**src/rtl/port_nack_buffer.sv**
```systemverilog
// Elastic token buffer in front of an ALU port synchroniser.
// Holds the head word under synchroniser Nack and back-pressures the link.
module port_nack_buffer #(
    parameter int WIDTH_DATA  = 32,
    parameter int DEPTH       = 8,
    parameter int WIDTH_DEPTH = $clog2(DEPTH)
) (
    input  logic                   clock,
    input  logic                   reset,
    input  logic [WIDTH_DATA-1:0]  I_Data,
    input  logic                   I_Valid,
    input  logic                   I_Acq,
    input  logic                   I_Rls,
    output logic                   O_Nack,
    output logic [WIDTH_DATA-1:0]  O_Data,
    output logic                   O_Valid,
    output logic                   O_Acq,
    output logic                   O_Rls,
    input  logic                   I_Nack_My,
    input  logic                   I_Flush,
    output logic                   O_Busy,
    output logic                   O_Overflow,
    output logic [WIDTH_DEPTH:0]   O_Count
);

    localparam int W = WIDTH_DATA + 2;
    localparam logic [WIDTH_DEPTH:0] FULL_C = DEPTH;
    localparam logic [WIDTH_DEPTH:0] NACK_C = DEPTH - 2;
    localparam logic [WIDTH_DEPTH:0] ONE_C  = 1;

    typedef enum logic [1:0] {
        iDLE,
        aCTIVE,
        rLS_PEND
    } state_t;

    logic [W-1:0]           mem_q [DEPTH];
    logic [WIDTH_DEPTH-1:0] wr_ptr_q, wr_ptr_d;
    logic [WIDTH_DEPTH-1:0] rd_ptr_q, rd_ptr_d;
    logic [WIDTH_DEPTH:0]   count_q, count_d;
    logic [WIDTH_DEPTH:0]   rls_cnt_q, rls_cnt_d;
    logic                   nack_q, nack_d;
    logic                   ovf_q, ovf_d;
    state_t                 state_q, state_d;

    logic [W-1:0] head;
    logic         empty, full, pop, wr, drop;
    logic         rls_in, rls_out, rls_done;

    assign head     = mem_q[rd_ptr_q];
    assign empty    = (count_q == '0);
    assign full     = (count_q == FULL_C);
    assign pop      = ~empty & ~I_Nack_My;
    assign wr       = I_Valid & (~full | pop) & ~I_Flush;
    assign drop     = I_Valid & full & ~pop & ~I_Flush;
    assign rls_in   = wr & I_Rls;
    assign rls_out  = pop & head[W-1];
    // Last outstanding Rls leaves and no new one replaces it.
    assign rls_done = rls_out & ~rls_in & (rls_cnt_q == ONE_C);

    always_comb begin
        wr_ptr_d  = wr_ptr_q;
        rd_ptr_d  = rd_ptr_q;
        count_d   = count_q;
        rls_cnt_d = rls_cnt_q;
        state_d   = state_q;
        ovf_d     = ovf_q | drop;
        if (I_Flush) begin
            wr_ptr_d  = '0;
            rd_ptr_d  = '0;
            count_d   = '0;
            rls_cnt_d = '0;
            state_d   = iDLE;
        end else begin
            if (wr) wr_ptr_d = wr_ptr_q + 1'b1;
            if (pop) rd_ptr_d = rd_ptr_q + 1'b1;
            unique case ({wr, pop})
                2'b10:   count_d = count_q + ONE_C;
                2'b01:   count_d = count_q - ONE_C;
                default: count_d = count_q;
            endcase
            unique case ({rls_in, rls_out})
                2'b10:   rls_cnt_d = rls_cnt_q + ONE_C;
                2'b01:   rls_cnt_d = rls_cnt_q - ONE_C;
                default: rls_cnt_d = rls_cnt_q;
            endcase
            unique case (state_q)
                iDLE: begin
                    if (wr & I_Acq)
                        state_d = I_Rls ? rLS_PEND : aCTIVE;
                end
                aCTIVE: begin
                    if (rls_in) state_d = rLS_PEND;
                end
                rLS_PEND: begin
                    if (rls_done)
                        state_d = (wr & I_Acq) ? aCTIVE : iDLE;
                end
                default: state_d = iDLE;
            endcase
        end
        nack_d = ~I_Flush & (count_d >= NACK_C);
    end

    always_ff @(posedge clock) begin
        if (wr) mem_q[wr_ptr_q] <= {I_Rls, I_Acq, I_Data};
    end

    always_ff @(posedge clock or negedge reset) begin
        if (!reset) begin
            wr_ptr_q  <= '0;
            rd_ptr_q  <= '0;
            count_q   <= '0;
            rls_cnt_q <= '0;
            nack_q    <= 1'b0;
            ovf_q     <= 1'b0;
            state_q   <= iDLE;
        end else begin
            wr_ptr_q  <= wr_ptr_d;
            rd_ptr_q  <= rd_ptr_d;
            count_q   <= count_d;
            rls_cnt_q <= rls_cnt_d;
            nack_q    <= nack_d;
            ovf_q     <= ovf_d;
            state_q   <= state_d;
        end
    end

    assign O_Valid    = ~empty;
    assign O_Data     = empty ? '0 : head[WIDTH_DATA-1:0];
    assign O_Acq      = ~empty & head[W-2];
    assign O_Rls      = ~empty & head[W-1];
    assign O_Nack     = nack_q;
    assign O_Overflow = ovf_q;
    assign O_Count    = count_q;
    assign O_Busy     = (state_q != iDLE) | ~empty;

endmodule

```
**config.mk**
```make
export PLATFORM = sky130hd
export DESIGN_NAME = port_nack_buffer
export DESIGN_NICKNAME = d
export VERILOG_FILES = /design/src/rtl/port_nack_buffer.sv
export SDC_FILE = /design/constraint.sdc
export NUM_CORES = 1
export LEC_CHECK = 0
export BUFFER_PORTS_ARGS = -buffer_cell sky130_fd_sc_hd__clkbuf_2
export CORE_MARGIN = 10
export CORE_UTILIZATION = 45
export DETAILED_ROUTE_END_ITERATION = 7
export SETUP_SLACK_MARGIN = 0.3
export SYNTH_ARGS = -nofsm -noshare
export SYNTH_HDL_FRONTEND = slang
export SYNTH_SLANG_ARGS = --single-unit
export TNS_END_PERCENT = 100
```
**constraint.sdc**
```tcl
create_clock -name clock -period 6.2 [get_ports clock]
set_clock_uncertainty 0.1 [all_clocks]
set_input_delay 1.24 -clock clock [delete_from_list [all_inputs] [get_ports clock]]
set_output_delay 1.24 -clock clock [all_outputs]
set_load 0.01 [all_outputs]
```
# Word level (Yosys, flattened, before mapping)
# Memories as Yosys holds them, arrays and structs flattened.
# Cells that the tools add are included.
# classes
magnitude_cmp	1
mux	18
n_addsub	6
n_bitwise	23
reduce_logical	7
n_eq_ne	11
# ops
op	count
$mux 32	1
$pmux 4 s2	2
$and 1x1->1	14
$mux 3	4
$mux 2	5
$ne 3x3->1 const B	3
$add 4x1->4 const B	2
$mux 4	2
$sub 4x1->4 const B	2
$add 3x1->3 const B	2
$eq 2x1->1 const B	3
$eq 2x2->1 const B	3
$not 1->1	6
$pmux 2 s3	1
$reduce_bool 2->1	3
$eq 4x1->1 const B	1
$eq 4x4->1 const B	1
$ge 4x3->1 const B	1
$logic_not 4->1	1
$mux 1	3
$or 1x1->1	3
$reduce_and 3->1	1
$reduce_bool 3->1	1
$logic_not 2->1	1
# word_totals
n_memories	1
inputBits	39
reg_bits	18
mem_bits_rw	272
elab_cells	74
out_inout_bits	42
# memory_table
name	depth	word_bits	read_ports	rd_ports_with_merged_regs	write_ports	line_no	source
mem_q	8	34	1	0	1	37	logic [W-1:0] mem_q [DEPTH];

# Depth between registers and ports, before layout
# Gate-level depths: netlist of run 1.
# depth
ltp_word	13
depth_mapped	13
mapped_depth_nobuf	12

# Worst setup path before layout of run 1
# OpenSTA, ideal clock, no wires.
# synth_path
path_type	input port to flip-flop
startpoint	input port I_Valid
endpoint	memory mem_q[0][0] in the netlist's numbering, enable pin
cell_stages	5
setup_time_ns	0.510
required_ns	5.590
slack_ns	0.607
arrival_ns	4.983
path_buffers	0
path_cell_list	inv_1 > a31o_2 > nor2_1 > inv_1 > nor4_1
# synth_between
elab_chain_cells	4
# synth_rtl
element	line_no	source
start: declaration	11	input logic I_Valid,
$and 1x1->1 (2 in a row)	54	assign wr = I_Valid & (~full | pop) & ~I_Flush;
$mux 1	106	if (wr) mem_q[wr_ptr_q] <= {I_Rls, I_Acq, I_Data};
$mux 1 (not written as such)	106	
end: declaration	37	
# No other way between the ends.

# Worst setup path in the final report of run 1
# layout_path
startpoint	register rd_ptr_q[0]
endpoint	output port O_Data[14]
# layout_between
elab_chain_cells	2
# layout_rtl
element	line_no	source
start: declaration	39	logic [WIDTH_DEPTH-1:0] rd_ptr_q, rd_ptr_d;
start signal: assignment	120	rd_ptr_q <= rd_ptr_d;
$mem_v2 8x34	-	
$mux 32	130	assign O_Data = empty ? '0 : head[WIDTH_DATA-1:0];
end: declaration	15	output logic [WIDTH_DATA-1:0] O_Data,
# No other way between the ends.

==> summary.md, run 1 <==
| Metric | Value |
|---|---|
| Run status | `finished clean` |
| Xor/xnor share of the synthesized area | `0.836%` |
| Setup crit end kind | `primary output` |
| Avg Cell Area, Syn | `20.2 sq um` |
| Initial antenna violation count | `3` |
| Final hold violations | `0` |
| CTS Root Buffer Type | `clkbuf_16` |
| Worst hold path type | `reg2reg` |
| Top_reg_cell synth | `edfxtp_1` |
| Post-synth top cells | `edfxtp_1, mux4_2, nor2_1, mux2i_1, dfrtp_1` |
| Synth area leader | `edfxtp_1` |
| CTS tree | `done` |
| FF-to-FF path depth | `10` |
| WL per Instance | `22.5 microns` |
| Worst-Margin Slew | `1060 ps` |
| Largest net degree at the start of global routing | `73` |
| Worst-path clk slew | `60 ps` |
| Worst Hold End | `O_Overflow` |
| Hold_buf cts | `0` |
| Leak pwr | `4.40 nW` |
| Via Count | `5,618` |
| Vias per inst | `5.50` |
| Top cells by area, synth | `edfxtp_1, mux4_2, dfrtp_1, mux2i_1, nor2_1` |
| Async set-reset flop share out of synthesis | `6.21%` |
| Longest Clk Path Bufs | `3` |
| Core ar. | `0.0252 sq mm` |
| CP max FO | `52` |
| Worst Path Arrival | `3190 ps` |
| Worst flop-to-flop path endpoint | `O_Nack` |
| Share of the synthesized area in the top cell type | `70.9%` |
| Number of gates resized after cts | `0` |
| Peak supply drop | `283 uV` |
| Hold slack | `385 ps` |
| Post-synthesis mux area share | `16.3%` |
| Syn Std Cell Area | `0.0115 sq mm` |
| H-tree depth | `1` |
| Period utilization | `73.1%` |
| Rows | `58` |
| IO Count | `81` |
| HP Start | `O_Overflow` |
| Syn nets | `618` |
| Area Growth Syn to Fin | `16.2%` |
| Global-route wire length before repair | `36.4 mm` |
| Drt pass-1 iters | `4` |
| Reg2Reg Launch Point | `O_Count[3]` |
| Width of the die | `180 microns` |
| Post-route cell area | `0.0134 sq mm` |
| Clock period minus worst slack | `4530 ps` |
| Gr usage total | `14.2%` |
| Final nets | `716` |
| CP startpoint kind | `flop` |
| Inst Count DP | `967` |
| Clk sinks | `290` |
| Number of port buffers | `80` |
| Setup TNS | `0 ps` |
| Cells after Synth | `571` |
| Largest family of logic cells by synthesized area | `multiplexers` |
| Adder-cell area share of the yosys netlist | `0.869%` |
| Unique cell type count in the Yosys netlist | `46` |
| Max-slew violations | `0` |
| Die Y | `180 microns` |
| GPL Wtd Cong | `0.711` |
| Hold depth | `1` |
| Post-CTS Setup Bufs | `0` |
| Share of cells above drive strength 1 | `32.4%` |
| Dpl cell area | `0.0124 sq mm` |
| Utilization after layout | `53.2%` |
| RSZ-0062 raised after global routing | `false` |
| Fraction of the mapped netlist area in compound gates | `1.41%` |
| Vias in the first global route | `6,153` |
| Die ar. | `0.0324 sq mm` |
| 1st-iter DRT viols | `443` |
| Remaining global-route overflow | `0` |
| Power Density | `403 mW/mm^2` |
| Syn. warnings | `0` |
| Relative slew slack | `29.2%` |
| Most common cell in the netlist | `edfxtp_1` |
| Worst-Skew Late Latency | `550 ps` |
| Flops & latches, synth | `290` |
| Post-synth EDFFs | `272` |
| Simple-gate share of the synthesized area | `4.46%` |
| Max cap viols | `0` |
| Setup slack, reg-to-reg | `3030 ps` |
| Final Non-Filler Cells | `1,022` |
| Fmax | `221 MHz` |
| Remaining antenna violation count | `0` |
| WP data required | `4860 ps` |
| Initial Util | `45.7%` |
| Critical path type | `reg2out` |
| DPL Wire Length | `13.0 mm` |
| WL final | `23.0 mm` |
| CTS buffer count | `30` |
| Post-route DRC violation count | `0` |
| # setup viols final | `0` |
| Sequential cell area fraction in the yosys report | `74.8%` |
cell type report:
type | instances | area [sq um]
tap | 330 | 413
clock buffer | 33 | 762
inverter | 7 | 26.3
sequential | 290 | 8630
fill | 1993 | 11800
clock inverter | 21 | 245
antenna | 1 | 2.50
timing repair buffer | 94 | 505
multi-input combinational | 246 | 2800
metrics by stage:
stage / total power [mW] / setup WS, ps
2_1_floorplan: 3.21 / 607
3_3_place_gp: 3.64 / 2190
4_1_cts: 5.48 / 1570
5_1_grt: 5.67 / 1390
3_5_place_dp: 3.67 / 2160
6_report: 5.39 / 1670
registers in the layout, indices dropped and copies added (netlist names):
register and cells:
mem_q 272, O_Count 4, rls_cnt_q 4, rd_ptr_q 3
wr_ptr_q 3, state_q 2, O_Nack 1, O_Overflow 1
worst max path at each step:
| stage | startpoint | to | slack [ps] | cells past startpoint |
|---|---|---|---|---|
| 6_report | rd_ptr_q[0] | O_Data[14] | 1670 | 5 |
| 5_1_grt | rd_ptr_q[0] | O_Data[14] | 1390 | 5 |
| 4_1_cts | rd_ptr_q[0] | O_Data[14] | 1570 | 5 |
| 3_5_place_dp | rd_ptr_q[0] | O_Data[14] | 2160 | 5 |
| 3_3_place_gp | rd_ptr_q[0] | O_Data[7] | 2190 | 5 |
| 2_1_floorplan | I_Valid | mem_q[0][0] | 610 | 5 |
critical path: stages (launching register included):
cell,delay [ps]
dfrtp_4,1120
buf_4,530
mux4_2,560
mux2i_1,190
nor2_1,60
clkbuf_2,140
logic make-up after synthesis:
logic type / Yosys count
simple gates: 101
buf+inv: 35
xor+xnor: 11
flops: 290
compound gates: 21
mux: 105
fa+ha+maj: 8
power by group:
group	internal [mW]	switching [mW]
combinational	0.586	0.610
clock	1.09	0.716
sequential	2.21	0.177
total	3.89	1.50
placed cells by master, fill, tap and decap left out, types with 4 or more instances in the layout:
cell,n
a21oi_1,6
buf_4,14
bufinv_16,5
clkbuf_16,30
clkbuf_2,80
clkinv_1,8
clkinvlp_4,4
dfrtp_1,15
edfxtp_1,272
ha_1,8
inv_1,7
mux2i_1,38
mux4_2,66
nand2_1,8
nand2b_1,7
nand3_1,4
nor2_1,51
nor2_4,4
nor2b_1,4
nor3_2,5
xnor2_1,4
xor2_1,7
per-layer routing:
| metal | part of all wire [%] | up-vias | track usage [%] | wire [microns] |
|---|---|---|---|---|
| met3 | 5.7 | 34 | 3.21 | 1320 |
| met2 | 51 | 134 | 24.6 | 11600 |
| met5 | 0.12 | - | 0 | 27 |
| met4 | 1.8 | 4 | 3.14 | 404 |
| met1 | 42 | 2943 | 17.8 | 9610 |
| li1 | - | 2503 | - | - |
No activity file was read; power rests on OpenSTA's default activity.
==> run 2, diff against run 1 <==
clock period = 4 ns   (was 6.2 ns; I/O delays follow)
==> summary.md, run 2 (synthesis results as in run 1) <==
| Metric | Value |
|---|---|
| Dpl cell area | `0.0125 sq mm (+0.67%)` |
| Run status | `finished clean` |
| Worst Path Arrival | `2610 ps (-580 ps)` |
| Global-route wire length before repair | `36.1 mm (-0.72%)` |
| Vias per inst | `5.45 (-0.82%)` |
| Die Y | `180 microns (unchanged)` |
| WP data required | `3100 ps (-1760 ps)` |
| Critical path type | `reg2out` |
| Worst-path clk slew | `60 ps (about the same)` |
| IO Count | `81 (unchanged)` |
| Initial antenna violation count | `1 (-2)` |
| Share of cells above drive strength 1 | `32.6% (+0.20 points)` |
| Post-route cell area | `0.0134 sq mm (about the same)` |
| Final hold violations | `0 (unchanged)` |
| Largest net degree at the start of global routing | `73 (unchanged)` |
| Clk sinks | `290 (unchanged)` |
| Final nets | `720 (+0.56%)` |
| FF-to-FF path depth | `12 (+2)` |
| Via Count | `5,599 (-0.34%)` |
| GPL Wtd Cong | `0.795 (+12%)` |
| Remaining antenna violation count | `0 (unchanged)` |
| Period utilization | `87.8%` |
| Remaining global-route overflow | `0 (unchanged)` |
| Peak supply drop | `399 uV (+41%)` |
| Area Growth Syn to Fin | `16.1% (about the same)` |
| Worst-Skew Late Latency | `540 ps (about the same)` |
| Setup crit end kind | `primary output` |
| Most frequent cells in the layout | `edfxtp_1, clkbuf_2, mux4_2, nor2_1, mux2i_1` |
| CTS buffer count | `29 (-3.3%)` |
| Rows | `58 (unchanged)` |
| Global routing usage on met3 | `2.73% (-0.48 points)` |
| Relative slew slack | `28.2% (-1.0 points)` |
| Number of port buffers | `80 (unchanged)` |
| Post-route DRC violation count | `0 (unchanged)` |
| H-tree depth | `1 (unchanged)` |
| CP max FO | `72 (+38%)` |
| Max reg flops | `272 (unchanged)` |
| Die ar. | `0.0324 sq mm (unchanged)` |
| GRT met1 Usage | `18.3% (+0.52 points)` |
| Fmax | `285 MHz` |
| CP startpoint kind | `flop` |
| Max cap viols | `0 (unchanged)` |
| Core ar. | `0.0252 sq mm (unchanged)` |
| Gr usage total | `14.1% (-0.097 points)` |
| Number of gates resized after cts | `0 (unchanged)` |
| 1st-iter DRT viols | `414 (-6.5%)` |
| WL final | `23.3 mm (+1.3%)` |
| CTS Root Buffer Type | `clkbuf_16` |
| Leak pwr | `4.39 nW (about the same)` |
| Clock period minus worst slack | `3510 ps` |
| Initial Util | `45.7% (unchanged)` |
| Worst flop-to-flop path endpoint | `O_Nack` |
| WL per Instance | `22.7 microns (+0.78%)` |
| Grt met2 use | `24.0% (-0.61 points)` |
| CTS tree | `done` |
| Vias in the first global route | `6,158 (+0.081%)` |
| DPL Wire Length | `13.2 mm (+1.4%)` |
| Max-slew violations | `0 (unchanged)` |
| RSZ-0062 raised after global routing | `false` |
| Largest Register | `mem_q` |
| Most common cell after layout, fill and taps aside | `edfxtp_1` |
| Worst-Margin Slew | `1080 ps (+15.6 ps)` |
| Worst hold path type | `in2async` |
| Setup TNS | `0 ps (unchanged)` |
| GR peak layer | `met2` |
| Drt pass-1 iters | `4 (unchanged)` |
| # setup viols final | `0 (unchanged)` |
| Power Density | `610 mW/mm^2 (+52%)` |
| Reg2Reg Launch Point | `O_Count[2]` |
| Longest Clk Path Bufs | `3 (unchanged)` |
| Width of the die | `180 microns (unchanged)` |
| Setup slack, reg-to-reg | `1000 ps (-2030 ps)` |
[run 2: changes by cell type in the layout (fill, tap and decap cells not counted), sizes merged]
cell | previous run | this run
clkbuf | 113 | 121
buf | 14 | 19
bufinv | 5 | 1
clkinvlp | 4 | 1
clkinv | 11 | 10
[run 2: layout make-up]
cell class | instances | area [sq um]
clock buffer | 41 | 801
tap | 330 | 413
sequential | 290 | 8630
inverter | 7 | 26.3
timing repair buffer | 99 | 593
antenna | 1 | 2.50
multi-input combinational | 246 | 2820
clock inverter | 13 | 91.3
fill | 1942 | 11800
[run 2: through the flow]
stage / total power [mW] / setup WS, ps / hold slack [ps] / cells / util (%)
2_1_floorplan: 4.98 / -254 / 381 / 571 / -
3_3_place_gp: 5.70 / 906 / 367 / 971 / 49.5
3_5_place_dp: 5.74 / 814 / 393 / 971 / 49.5
4_1_cts: 8.26 / 348 / 107 / 1025 / 53.0
5_1_grt: 8.58 / 353 / 126 / 1026 / 53.1
6_report: 8.16 / 487 / 116 / 1027 / 53.1
[run 2: power by group]
| part | total, mW | switching, mW | internal [mW] |
|---|---|---|---|
| clock network | 2.52 | 1.06 | 1.45 |
| registers | 3.62 | 0.189 | 3.43 |
| logic | 2.03 | 1.07 | 0.963 |
[run 2: worst max-delay path by stage]
| stage | slack, ps | startpoint | end |
|---|---|---|---|
| 5_1_grt | 350 | rd_ptr_q[1] | O_Data[27] |
| 4_1_cts | 350 | rd_ptr_q[0] | O_Data[28] |
| 6_report | 490 | rd_ptr_q[1] | O_Data[27] |
| 3_3_place_gp | 910 | I_Nack_My | O_Nack |
| 2_1_floorplan | -250 | I_Valid | mem_q[2][0] |
| 3_5_place_dp | 810 | I_Nack_My | O_Nack |
[run 2: routing by layer]
| layer | part of all wire, % | vias to the layer above |
|---|---|---|
| met5 | 0 | - |
| met4 | 1.5 | 0 |
| met3 | 4.6 | 29 |
| met2 | 51 | 122 |
| met1 | 43 | 2929 |
| li1 | - | 2519 |
[run 2: critical path, stage by stage (launching register included)]
cell and delay [ps]:
dfrtp_4 1130, mux4_2 430, mux2i_1 230, nor2_1 100, clkbuf_2 160
[run 2: what timing repair did]
item                       CTS  global route
setup endpoints to repair    0            20
buffers inserted             0             1
hold buffers                 0             0
==> run 3, diff against run 2 <==
CELL_PAD_IN_SITES_DETAIL_PLACEMENT = 0   (was not set)
CELL_PAD_IN_SITES_GLOBAL_PLACEMENT = 1   (was not set)
CORE_MARGIN = not set   (was 10)
PLACE_DENSITY_LB_ADDON = 0.1   (was not set)
==> summary.md, run 3 (synthesis results as in run 1) <==
| Metric | Value |
|---|---|
| GPL Wtd Cong | `0.763 (-4.0%)` |
| Grt met2 use | `30.4% (+6.4 points)` |
| Number of gates resized after cts | `0 (unchanged)` |
| WL per Instance | `22.3 microns (-1.6%)` |
| Worst flop-to-flop path endpoint | `O_Nack` |
| Most frequent cells in the layout | `edfxtp_1, clkbuf_2, mux4_2, nor2_1, mux2i_1` |
| Drt pass-1 iters | `4 (unchanged)` |
| Via Count | `5,608 (+0.16%)` |
| Share of cells above drive strength 1 | `33.5% (+0.86 points)` |
| Worst Path Arrival | `2430 ps (-180 ps)` |
| Vias per inst | `5.43 (-0.42%)` |
| Most common cell after layout, fill and taps aside | `edfxtp_1` |
| 1st-iter DRT viols | `244 (-41%)` |
| Global-route wire length before repair | `35.3 mm (-2.2%)` |
| Max reg flops | `272 (unchanged)` |
| Peak supply drop | `380 uV (-4.6%)` |
| Number of port buffers | `80 (unchanged)` |
| # setup viols final | `0 (unchanged)` |
| FF-to-FF path depth | `12 (unchanged)` |
| Sequential share of power | `41.2% (-3.1 points)` |
| Clk sinks | `290 (unchanged)` |
| Initial antenna violation count | `1 (unchanged)` |
| WP data required | `3100 ps (about the same)` |
| Worst-Margin Slew | `707 ps (-370 ps)` |
| Reg2Reg Launch Point | `O_Count[2]` |
| Setup crit end kind | `primary output` |
| DPL Wire Length | `12.9 mm (-2.5%)` |
| Switching portion of total power | `27.3% (-1.2 points)` |
| Final nets | `725 (+0.69%)` |
| Clk pwr share | `34.7% (+3.9 points)` |
| Worst hold path type | `in2async` |
| Gate power share | `24.1% (-0.8 points)` |
| CTS tree | `done` |
| Total power | `8.69 mW (+6.4%)` |
| Worst-path clk slew | `60 ps (about the same)` |
| Longest Clk Path Bufs | `3 (unchanged)` |
| CTS Root Buffer Type | `clkbuf_16` |
| Sw Pwr | `2.37 mW (+2.0%)` |
| Power Density | `637 mW/mm^2 (+4.4%)` |
| Setup ws final | `671 ps (+184 ps)` |
| Pre-CTS WS | `870 ps (+56.4 ps)` |
| Rows | `58 (unchanged)` |
| Relative slew slack | `52.8% (+25 points)` |
| CP startpoint kind | `flop` |
| Width of the die | `162 microns (-10%)` |
| Fmax | `300 MHz (+5.5%)` |
| Die Y | `162 microns (-10%)` |
| Core ar. | `0.0251 sq mm (-0.29%)` |
| Clock period minus worst slack | `3330 ps (-184 ps)` |
| WL final | `23.1 mm (-1.0%)` |
| GRT met1 Usage | `24.7% (+6.4 points)` |
| Global routing usage on met3 | `3.22% (+0.49 points)` |
| Gr usage total | `18.1% (+4.0 points)` |
| Leak pwr | `4.51 nW (+2.7%)` |
| CP max FO | `14 (-81%)` |
| Final hold violations | `0 (unchanged)` |
| Period utilization | `83.2% (-4.6 points)` |
| Vias in the first global route | `6,080 (-1.3%)` |
| Die ar. | `0.0262 sq mm (-19%)` |
| Max cap viols | `0 (unchanged)` |
| Largest net degree at the start of global routing | `68 (-6.8%)` |
| Internal | `6.32 mW (+8.1%)` |
| Worst-Skew Late Latency | `550 ps (about the same)` |
| RSZ-0062 raised after global routing | `false` |
| IO Count | `81 (unchanged)` |
| Post-route DRC violation count | `0 (unchanged)` |
| GR peak layer | `met2` |
| Remaining global-route overflow | `0 (unchanged)` |
| Max-slew violations | `0 (unchanged)` |
| CTS buffer count | `30 (+3.4%)` |
| Critical path type | `reg2out` |
| Remaining antenna violation count | `0 (unchanged)` |
| Largest Register | `mem_q` |
| Setup slack, reg-to-reg | `1070 ps (+70 ps)` |
| Utilization after layout | `54.3% (+1.2 points)` |
| Area Growth Syn to Fin | `18.3%` |
| H-tree depth | `1 (unchanged)` |
| Run status | `finished clean` |
| Initial Util | `45.9% (+0.13 points)` |
-- run 3: cell types whose count changed in the layout (fill, tap and decap cells not counted) --
cell / change
buf_12: +2
buf_4: +2
bufinv_16: +7
clkbuf_1: -6
clkbuf_16: +2
clkbuf_8: -3
clkinv_1: +4
clkinv_2: -2
clkinv_4: +1
inv_6: -1
-- run 3: final cells by class --
| cell class | instances | area [sq um] |
|---|---|---|
| tap | 330 | 413 |
| sequential | 290 | 8630 |
| inverter | 7 | 26.3 |
| timing repair buffer | 103 | 648 |
| fill | 2012 | 11500 |
| multi-input combinational | 246 | 2820 |
| antenna | 1 | 2.50 |
| clock inverter | 22 | 307 |
| clock buffer | 34 | 787 |
-- run 3: metal layers --
layer / part of all wire, % / routed length [microns]
met1: 45 / 10400
met4: 2.0 / 458
met3: 4.1 / 943
met5: 0 / 0
met2: 49 / 11200
-- run 3: timing repair --
item / in CTS / in global routing
setup endpoints to repair: 0 / 2
hold buffers: 0 / 0
setup buffers: 0 / 2
-- run 3: critical path, cell delays in order (launching register included) --
cell and delay (ps):
dfrtp_4 630, buf_4 330, mux4_2 540, mux2i_1 170
nor2_1 60, clkbuf_2 140
-- run 3: worst max path at each step --
stage	start	to	slack (ps)
2_1_floorplan	I_Valid	mem_q[2][0]	-250
3_3_place_gp	I_Nack_My	O_Nack	890
3_5_place_dp	I_Nack_My	O_Nack	870
4_1_cts	rd_ptr_q[0]	O_Data[16]	390
5_1_grt	rd_ptr_q[0]	O_Data[16]	520
6_report	rd_ptr_q[0]	O_Data[16]	670
-- run 3: power groups by stage --
| stage | clock [mW] | combinational, mW | sequential (mW) |
|---|---|---|---|
| after floorplan | 0 | 1.42 | 3.56 |
| after global placement | 0 | 2.03 | 3.69 |
| after detailed placement | 0 | 2.05 | 3.70 |
| after CTS | 3.09 | 2.06 | 3.64 |
| after global routing | 3.19 | 2.29 | 3.60 |
| final | 3.02 | 2.09 | 3.58 |
-- run 3: metrics by stage --
| step | instance area (sq um) | hold slack, ps | instances | TNS (ps) |
|---|---|---|---|---|
| detailed placement | 12500 | 372 | 974 | 0 |
| floorplan | 11500 | 381 | 571 | -25910 |
| finish | 13600 | 106 | 1033 | 0 |
| CTS | 13600 | 98.2 | 1030 | 0 |
| global placement | 12500 | 363 | 974 | 0 |
| global route | 13600 | 117 | 1032 | 0 |
